[src/rtl/hm_nonce_controller.sv]
// Nonce search sequencer: issues nonces to the hash core one at a time and stops
// on a valid hash, end of range, abort, or a hash-core timeout.
module hm_nonce_controller #(
    parameter int TIMEOUT_CYCLES = 256,
    parameter int CNT_W          = 32
) (
    input  logic             clk,
    input  logic             n_rst,
    input  logic             start,
    input  logic             abort,
    input  logic [31:0]      start_nonce,
    input  logic [31:0]      stop_nonce,
    input  logic             hash_done,
    input  logic             valid_hash_flag,
    output logic             hash_start,
    output logic [31:0]      nonce_out,
    output logic             busy,
    output logic             found,
    output logic             exhausted,
    output logic             timeout_err,
    output logic [31:0]      golden_nonce,
    output logic [CNT_W-1:0] hash_count
);

    localparam logic [2:0] S_IDLE      = 3'd0;
    localparam logic [2:0] S_ISSUE     = 3'd1;
    localparam logic [2:0] S_WAIT      = 3'd2;
    localparam logic [2:0] S_FOUND     = 3'd3;
    localparam logic [2:0] S_EXHAUSTED = 3'd4;
    localparam logic [2:0] S_ERROR     = 3'd5;

    localparam int            TW   = (TIMEOUT_CYCLES > 2) ? $clog2(TIMEOUT_CYCLES) : 1;
    localparam logic [TW-1:0] TMAX = TW'(TIMEOUT_CYCLES - 1);

    logic [2:0]       state_q, state_d;
    logic [31:0]      nonce_q, nonce_d;
    logic [31:0]      limit_q, limit_d;
    logic [31:0]      golden_q, golden_d;
    logic [CNT_W-1:0] count_q, count_d;
    logic [TW-1:0]    timer_q, timer_d;

    always_comb begin
        state_d  = state_q;
        nonce_d  = nonce_q;
        limit_d  = limit_q;
        golden_d = golden_q;
        count_d  = count_q;
        timer_d  = timer_q;
        if (abort) begin
            // golden nonce and count survive an abort so software can still read them
            state_d = S_IDLE;
        end else begin
            case (state_q)
                S_IDLE, S_FOUND, S_EXHAUSTED, S_ERROR: begin
                    if (start) begin
                        nonce_d = start_nonce;
                        limit_d = stop_nonce;
                        count_d = '0;
                        state_d = S_ISSUE;
                    end
                end
                S_ISSUE: begin
                    timer_d = '0;
                    state_d = S_WAIT;
                end
                S_WAIT: begin
                    if (hash_done) begin
                        if (count_q != {CNT_W{1'b1}})
                            count_d = count_q + CNT_W'(1);
                        if (valid_hash_flag) begin
                            golden_d = nonce_q;
                            state_d  = S_FOUND;
                        end else if (nonce_q == limit_q) begin
                            state_d = S_EXHAUSTED;
                        end else begin
                            nonce_d = nonce_q + 32'd1;
                            state_d = S_ISSUE;
                        end
                    end else if (timer_q == TMAX) begin
                        state_d = S_ERROR;
                    end else begin
                        timer_d = timer_q + TW'(1);
                    end
                end
                default: state_d = S_IDLE;
            endcase
        end
    end

    always_ff @(posedge clk) begin
        if (!n_rst) begin
            state_q  <= S_IDLE;
            nonce_q  <= '0;
            limit_q  <= '0;
            golden_q <= '0;
            count_q  <= '0;
            timer_q  <= '0;
        end else begin
            state_q  <= state_d;
            nonce_q  <= nonce_d;
            limit_q  <= limit_d;
            golden_q <= golden_d;
            count_q  <= count_d;
            timer_q  <= timer_d;
        end
    end

    // Status flags are pure state decodes, so abort/start clear them for free
    assign hash_start   = (state_q == S_ISSUE);
    assign busy         = (state_q == S_ISSUE) || (state_q == S_WAIT);
    assign found        = (state_q == S_FOUND);
    assign exhausted    = (state_q == S_EXHAUSTED);
    assign timeout_err  = (state_q == S_ERROR);
    assign nonce_out    = nonce_q;
    assign golden_nonce = golden_q;
    assign hash_count   = count_q;

endmodule

[config.mk]
export PLATFORM = sky130hd
export DESIGN_NAME = hm_nonce_controller
export DESIGN_NICKNAME = d
export VERILOG_FILES = /design/src/rtl/hm_nonce_controller.sv
export SDC_FILE = /design/constraint.sdc
export NUM_CORES = 1
export LEC_CHECK = 0
export ABC_AREA = 1
export BUFFER_PORTS_ARGS = -buffer_cell sky130_fd_sc_hd__clkbuf_2
export CAP_MARGIN = 40
export CORE_MARGIN = 3
export CORE_UTILIZATION = 40
export CTS_CLUSTER_SIZE = 8
export DETAILED_ROUTE_END_ITERATION = 10
export SLEW_MARGIN = 20
export SYNTH_ARGS = -nofsm -noshare
export SYNTH_HDL_FRONTEND = slang
export SYNTH_SLANG_ARGS = --single-unit
[constraint.sdc]
create_clock -name clk -period 2.25 [get_ports clk]
set_input_delay 0.1125 -clock clk [delete_from_list [all_inputs] [get_ports clk]]
set_output_delay 0.1125 -clock clk [all_outputs]
set_load 0.03 [all_outputs]
==> run_results.csv, run 1 <==
group,metric,value,unit
status,status,"finished clean",
final_layout,layout_common_cells,"nand2_1 (413), nor2_1 (202), clkbuf_2 (170), dfxtp_1 (136), a21oi_1 (110)",
yosys,yosys_warnings,0,
grt,grt_pass1_wl,42670,um
yosys,synth_cell_type_count,37,
floorplanning,initial_utilization,41.51,%
final_layout,finish.instance_area,0.01005,sq mm
timing,setup_viol,0,
route,drc,0,
yosys,synth-seq-area-share,35.13,%
worst_setup_path,crit_top_cell,"nand2_1",
worst_setup_path,worst-path-max-fanout,22,
power_and_ir_drop,leakagePower,4.199,nW
final_layout,seqCellArea,0.002786,sq mm
final_layout,drive_above_1_share,17.73,%
yosys,ys_ff_latch,139,
timing,finalHoldViolCount,0,
route,avgRoutedWirePerCell,14.84,um
worst_setup_path,start_kind,"flip-flop",
final_layout,area_growth,26.90,%
yosys,yosys_most_used_dff,"dfxtp_1",
worst_setup_path,criticalPathCategory,"reg2reg",
final_layout,postLayoutCoreUtil,52.68,%
timing,post-route-period-util,92.21,%
route,num_vias,8806,
route,ant_nets,0,
clock_tree,cts_max_path_buffers,2,
clock_tree,tritoncts,"built",
grt,grt_max_degree,62,
yosys,syn_area,0.007921,sq mm
floorplanning,die_x,146.7,um
route,drt-total-wl,26120,um
worst_setup_path,crit_arrival,2.44,ns
final_layout,diodes,0,
yosys,syn_inst,1287,
placed_design,placed_area,0.009178,sq mm
power_and_ir_drop,powerDensity,645.5,mW/mm^2
clock_tree,clk_latency,0.43,ns
placed_design,io_buffers,170,
timing,finClkSkew,0.009562,ns
final_layout,fill_cells,1970,
clock_tree,clk_pin_slew,0.06,ns
worst_setup_path,crit_path_end_kind,"flip-flop",
timing,tns,0,ns
clock_tree,h-tree-depth,4,
worst_setup_path,critPathBufInv,1,
floorplanning,rows,50,
grt,grt_pass1_vias,8165,
floorplanning,dieHeight,146.7,um
yosys,async_flop_share,0,%
worst_setup_path,max_stage_delay,0.48,ns
clock_tree,ctsRootBufferMaster,"clkbuf_16",
yosys,synth_edf_count,0,
timing,slew_viol_final,0,
final_layout,final_common_cell,"nand2_1",
worst_setup_path,critical_path.cell_chain,"xnor2_1, nand2_1, nor2_1, nand2_1, nor2_1, nand2_1, nand2_2, nand2_2, buf_12, nand2_1, nand2_1, nor2_1",
worst_setup_path,cp_top_family,"simple AND/OR/NAND/NOR gates",
placed_design,dp_hpwl,19570,um
final_layout,final_cells,1760,
timing,grt_setup_unrepaired,"no",
floorplanning,io_pins,171,
clock_tree,post_cts.repair.setup_buffers,0,
timing,fmax,482.0,MHz
floorplanning,fp.dieArea,0.02153,sq mm
worst_setup_path,slowest_stage,"dfxtp_1",
timing,tightest_slew,0.6718,ns
floorplanning,core,0.01908,sq mm
flow_run,max_cap_violations,0,
route,via_per_inst,5.003,
placed_design,placed_cells,1701,
timing,finalCriticalPeriod,2.075,ns
clock_tree,numCtsBuffers,17,
final_layout,nNetsFinal,1560,
grt,grt_use_total,24.26,%
placed_design,gp_congestion,0.9132,
route,drt-initial-drc-count,658,
worst_setup_path,crit_required,2.62,ns
timing,finalHoldWorstSlack,0.01489,ns
clock_tree,clock-sinks,139,
timing,slew_headroom,55.21,%
yosys,syn-num-nets,1360,
power_and_ir_drop,vdd_drop_max,0.0005436,V
yosys,avgSynthCellArea,6.155,sq um
final_layout,multi_input_area,0.004503,sq mm
min_path,hold_path_class,"in2reg",
grt,gr-total-overflow,0,
route,dr.pass1.iters,5,
grt,antenna_found_initial,0,
## stage by stage
step,setup slack [ns],total power (W)
2_1_floorplan,0.2028,0.003296
3_3_place_gp,0.1761,0.003642
3_5_place_dp,0.1271,0.003646
4_1_cts,0.1078,0.006519
5_1_grt,0.009609,0.006738
6_report,0.1753,0.006489
## worst reg2reg max path, cell delays in order, from the launching register on
cell and delay [ns]:
dfxtp_1 0.48, xnor2_1 0.16, nand2_1 0.09, nor2_1 0.20
nand2_1 0.13, nor2_1 0.17, nand2_1 0.09, nand2_2 0.10
nand2_2 0.17, buf_12 0.23, nand2_1 0.08, nand2_1 0.04
nor2_1 0.08
## timing repair
action	in CTS	in global routing
resized for setup	0	6
hold buffers	27	0
hold endpoints to repair	27	0
endpoints found under the setup margin	0	5
## path summary, 6_finish.rpt
check,from,to,slack (ns),cells past startpoint
worst max-delay path,nonce_out[11]$_SDFFE_PN0P_,nonce_out[2]$_SDFFE_PN0P_,0.18,12
worst min-delay path,stop_nonce[15],limit_q[15]$_SDFFE_PN0P_,0.01,3
worst max register to register,nonce_out[11]$_SDFFE_PN0P_,nonce_out[2]$_SDFFE_PN0P_,0.18,12
worst min register to register,limit_q[14]$_SDFFE_PN0P_,limit_q[14]$_SDFFE_PN0P_,0.47,2
## where the power goes
part           total [W]  switching, W  leakage [nW]  internal (W)
Combinational   0.000965      0.000612          2.79      0.000354
Sequential       0.00267      0.000107          1.13       0.00256
Clock            0.00286       0.00121         0.277       0.00165
## kinds of logic (layout without fill, tap and decap cells)
logic type | after synthesis | in the layout | synth area share (%)
buffers and inverters | 158 | 371 | 8.261
adder cells (fa/ha/maj) | 3 | 3 | 0.4739
XOR/XNOR | 43 | 43 | 4.754
flip-flops | 139 | 139 | 35.13
AO/OA/AOI/OAI | 201 | 201 | 13.00
AND/OR/NAND/NOR | 743 | 743 | 38.38
## flip-flops by register name, summed over array words and instances (netlist names)
name,cells
golden_nonce,32
hash_count,32
limit_q,32
nonce_out,32
timer_q,8
state_q,3
## per-layer routing
layer,track usage [%],vias up,share of wire [%]
li1,-,4492,-
met1,35.10,4008,49
met2,37.40,271,43
met3,4.287,35,6.3
met4,6.350,0,1.5
met5,0,-,0
## synthesized netlist by cell type, types with 5 or more instances
library cell  number  share of area [%]
a21oi_1          110                6.9
buf_2             19                1.2
buf_4              8               0.76
clkbuf_1          25                1.2
dfxtp_1          139                 35
inv_1             99                4.7
inv_2              5               0.24
nand2_1          414                 20
nand2_2            5               0.39
nand3_1           76                4.8
nand3b_1           6               0.57
nand4_1            8               0.63
nor2_1           204                9.7
nor3_1            15               0.95
o21ai_0           61                3.9
o21ai_1           21                1.3
xnor2_1           26                2.9
xor2_1            17                1.9
## area by class of cell
type	instances	area share, %
flip-flops and latches	139	27.72
multi-input cells	990	44.80
well taps	260	3.236
clock buffers	17	4.232
inverters	104	3.884
clock inverters	15	1.643
repair buffers	235	14.49
(Power assumes the default switching activity.)
==> run 2: changes to the inputs <==
==> constraint.sdc (replaced) <==
create_clock -name clk -period 1.9 [get_ports clk]
set_input_delay 0.095 -clock clk [delete_from_list [all_inputs] [get_ports clk]]
set_output_delay 0.095 -clock clk [all_outputs]
set_load 0.03 [all_outputs]
==> run_results.csv, run 2 (synthesis gave the netlist of run 1 again) <==
group,metric,value,unit
floorplanning,io_pins,171,
timing,tightest_slew,0.3829,ns
final_layout,finish.instance_area,0.01098,sq mm
timing,setup_viol,0,
worst_setup_path,crit_arrival,2.22,ns
final_layout,fill_cells,1924,
clock_tree,tritoncts,"built",
route,drt-initial-drc-count,738,
placed_design,dp_hpwl,20090,um
final_layout,nNetsFinal,1635,
route,dr.pass1.iters,6,
grt,grt_pass1_wl,43410,um
route,ant_nets,0,
worst_setup_path,worst-path-max-fanout,4,
timing,finalHoldWorstSlack,0.002729,ns
clock_tree,clk_pin_slew,0.07,ns
timing,slew_headroom,74.38,%
flow_run,max_cap_violations,0,
power_and_ir_drop,vdd_drop_max,0.0005756,V
power_and_ir_drop,powerDensity,712.5,mW/mm^2
grt,gr-total-overflow,0,
grt,grt_max_degree,62,
floorplanning,rows,50,
floorplanning,fp.dieArea,0.02153,sq mm
timing,tns,0,ns
timing,finalCriticalPeriod,1.862,ns
worst_setup_path,criticalPathCategory,"reg2reg",
final_layout,area_growth,38.56,%
route,avgRoutedWirePerCell,15.26,um
timing,finalHoldViolCount,0,
grt,grt_pass1_vias,8279,
route,num_vias,9263,
status,status,"finished clean",
timing,grt_setup_unrepaired,"yes",
timing,finClkSkew,0.01047,ns
final_layout,drive_above_1_share,24.51,%
clock_tree,numCtsBuffers,17,
power_and_ir_drop,post-layout-total-power,0.007820,W
placed_design,gp_congestion,0.9290,
timing,post-route-period-util,97.98,%
final_layout,diodes,0,
route,via_per_inst,5.048,
floorplanning,dieHeight,146.7,um
timing,fmax,537.1,MHz
worst_setup_path,start_kind,"flip-flop",
timing,slew_viol_final,0,
worst_setup_path,crit_path_end_kind,"flip-flop",
floorplanning,initial_utilization,41.51,%
final_layout,layout_common_cells,"nand2_1 (407), nor2_1 (188), clkbuf_2 (170), dfxtp_1 (119), a21oi_1 (109)",
route,drt-total-wl,28000,um
clock_tree,h-tree-depth,4,
clock_tree,clock-sinks,139,
placed_design,io_buffers,170,
min_path,hold_path_class,"in2reg",
worst_setup_path,crit_required,2.26,ns
route,drc,0,
power_and_ir_drop,leakagePower,4.684,nW
final_layout,final_cells,1835,
grt,grt_use_total,24.58,%
clock_tree,ctsRootBufferMaster,"clkbuf_16",
floorplanning,die_x,146.7,um
grt,antenna_found_initial,0,
floorplanning,core,0.01908,sq mm
clock_tree,cts_max_path_buffers,2,
placed_design,placed_cells,1754,
placed_design,placed_area,0.009590,sq mm
final_layout,final_common_cell,"nand2_1",
clock_tree,clk_latency,0.43,ns
==> run 2: worst paths after layout <==
path	start	end	slack [ns]	cells after the start
worst min-delay path	stop_nonce[15]	limit_q[15]$_SDFFE_PN0P_	0.003	3
worst min register to register	limit_q[31]$_SDFFE_PN0P_	limit_q[31]$_SDFFE_PN0P_	0.47	2
worst max-delay path	hash_count[4]$_SDFFE_PN0P_	hash_count[27]$_SDFFE_PN0P_	0.04	11
worst max register to register	hash_count[4]$_SDFFE_PN0P_	hash_count[27]$_SDFFE_PN0P_	0.04	11
==> run 2: per-layer routing <==
| metal | global-route usage [%] | share of wire, % | up-vias |
|---|---|---|---|
| met2 | 38.21 | 45 | 360 |
| met3 | 4.010 | 7.2 | 36 |
| li1 | - | - | 4645 |
| met4 | 6.209 | 1.6 | 0 |
| met5 | 0 | 0 | - |
| met1 | 35.59 | 47 | 4222 |
==> run 2: critical path, cell delays in order, from the launching register on <==
cell and delay, ns:
dfxtp_1 0.33, buf_4 0.14, nand2_1 0.15, nor2_1 0.26
nand2_1 0.12, nor2_1 0.32, nand2_1 0.09, nand2_1 0.06
nand2_1 0.05, nor2_1 0.10, nand2_1 0.07, a21oi_1 0.11
==> run 2: stage by stage <==
stage	utilization (%)	worst slack [ns]
2_1_floorplan	-	0.01596
3_3_place_gp	50.26	-0.02928
3_5_place_dp	50.26	-0.09730
4_1_cts	55.07	0.001168
5_1_grt	57.52	-0.05069
6_report	57.52	0.03831
==> run 2: area by class of cell <==
class,instances,area [sq um],area share (%)
well taps,260,325.3,2.964
inverters,104,405.4,3.694
repair buffers,310,2198,20.03
multi-input cells,990,4663,42.49
clock buffers,17,425.4,3.876
clock inverters,15,150.1,1.368
flip-flops and latches,139,2808,25.58
==> run 2: power breakdown <==
part	switching [W]	internal [W]	total [W]
combinational	0.000811	0.000543	0.00135
clock	0.00156	0.00176	0.00332
sequential	0.000117	0.00303	0.00315
==> run 2: what timing repair did <==
action | 4_1_cts | 5_1_grt
hold buffers | 32 | 0
resized for setup | 2 | 79
cloned | 0 | 6
setup buffers | 2 | 9
pin swaps | 1 | 17
endpoints found under the setup margin | 16 | 102
endpoints found under the hold margin | 33 | 0
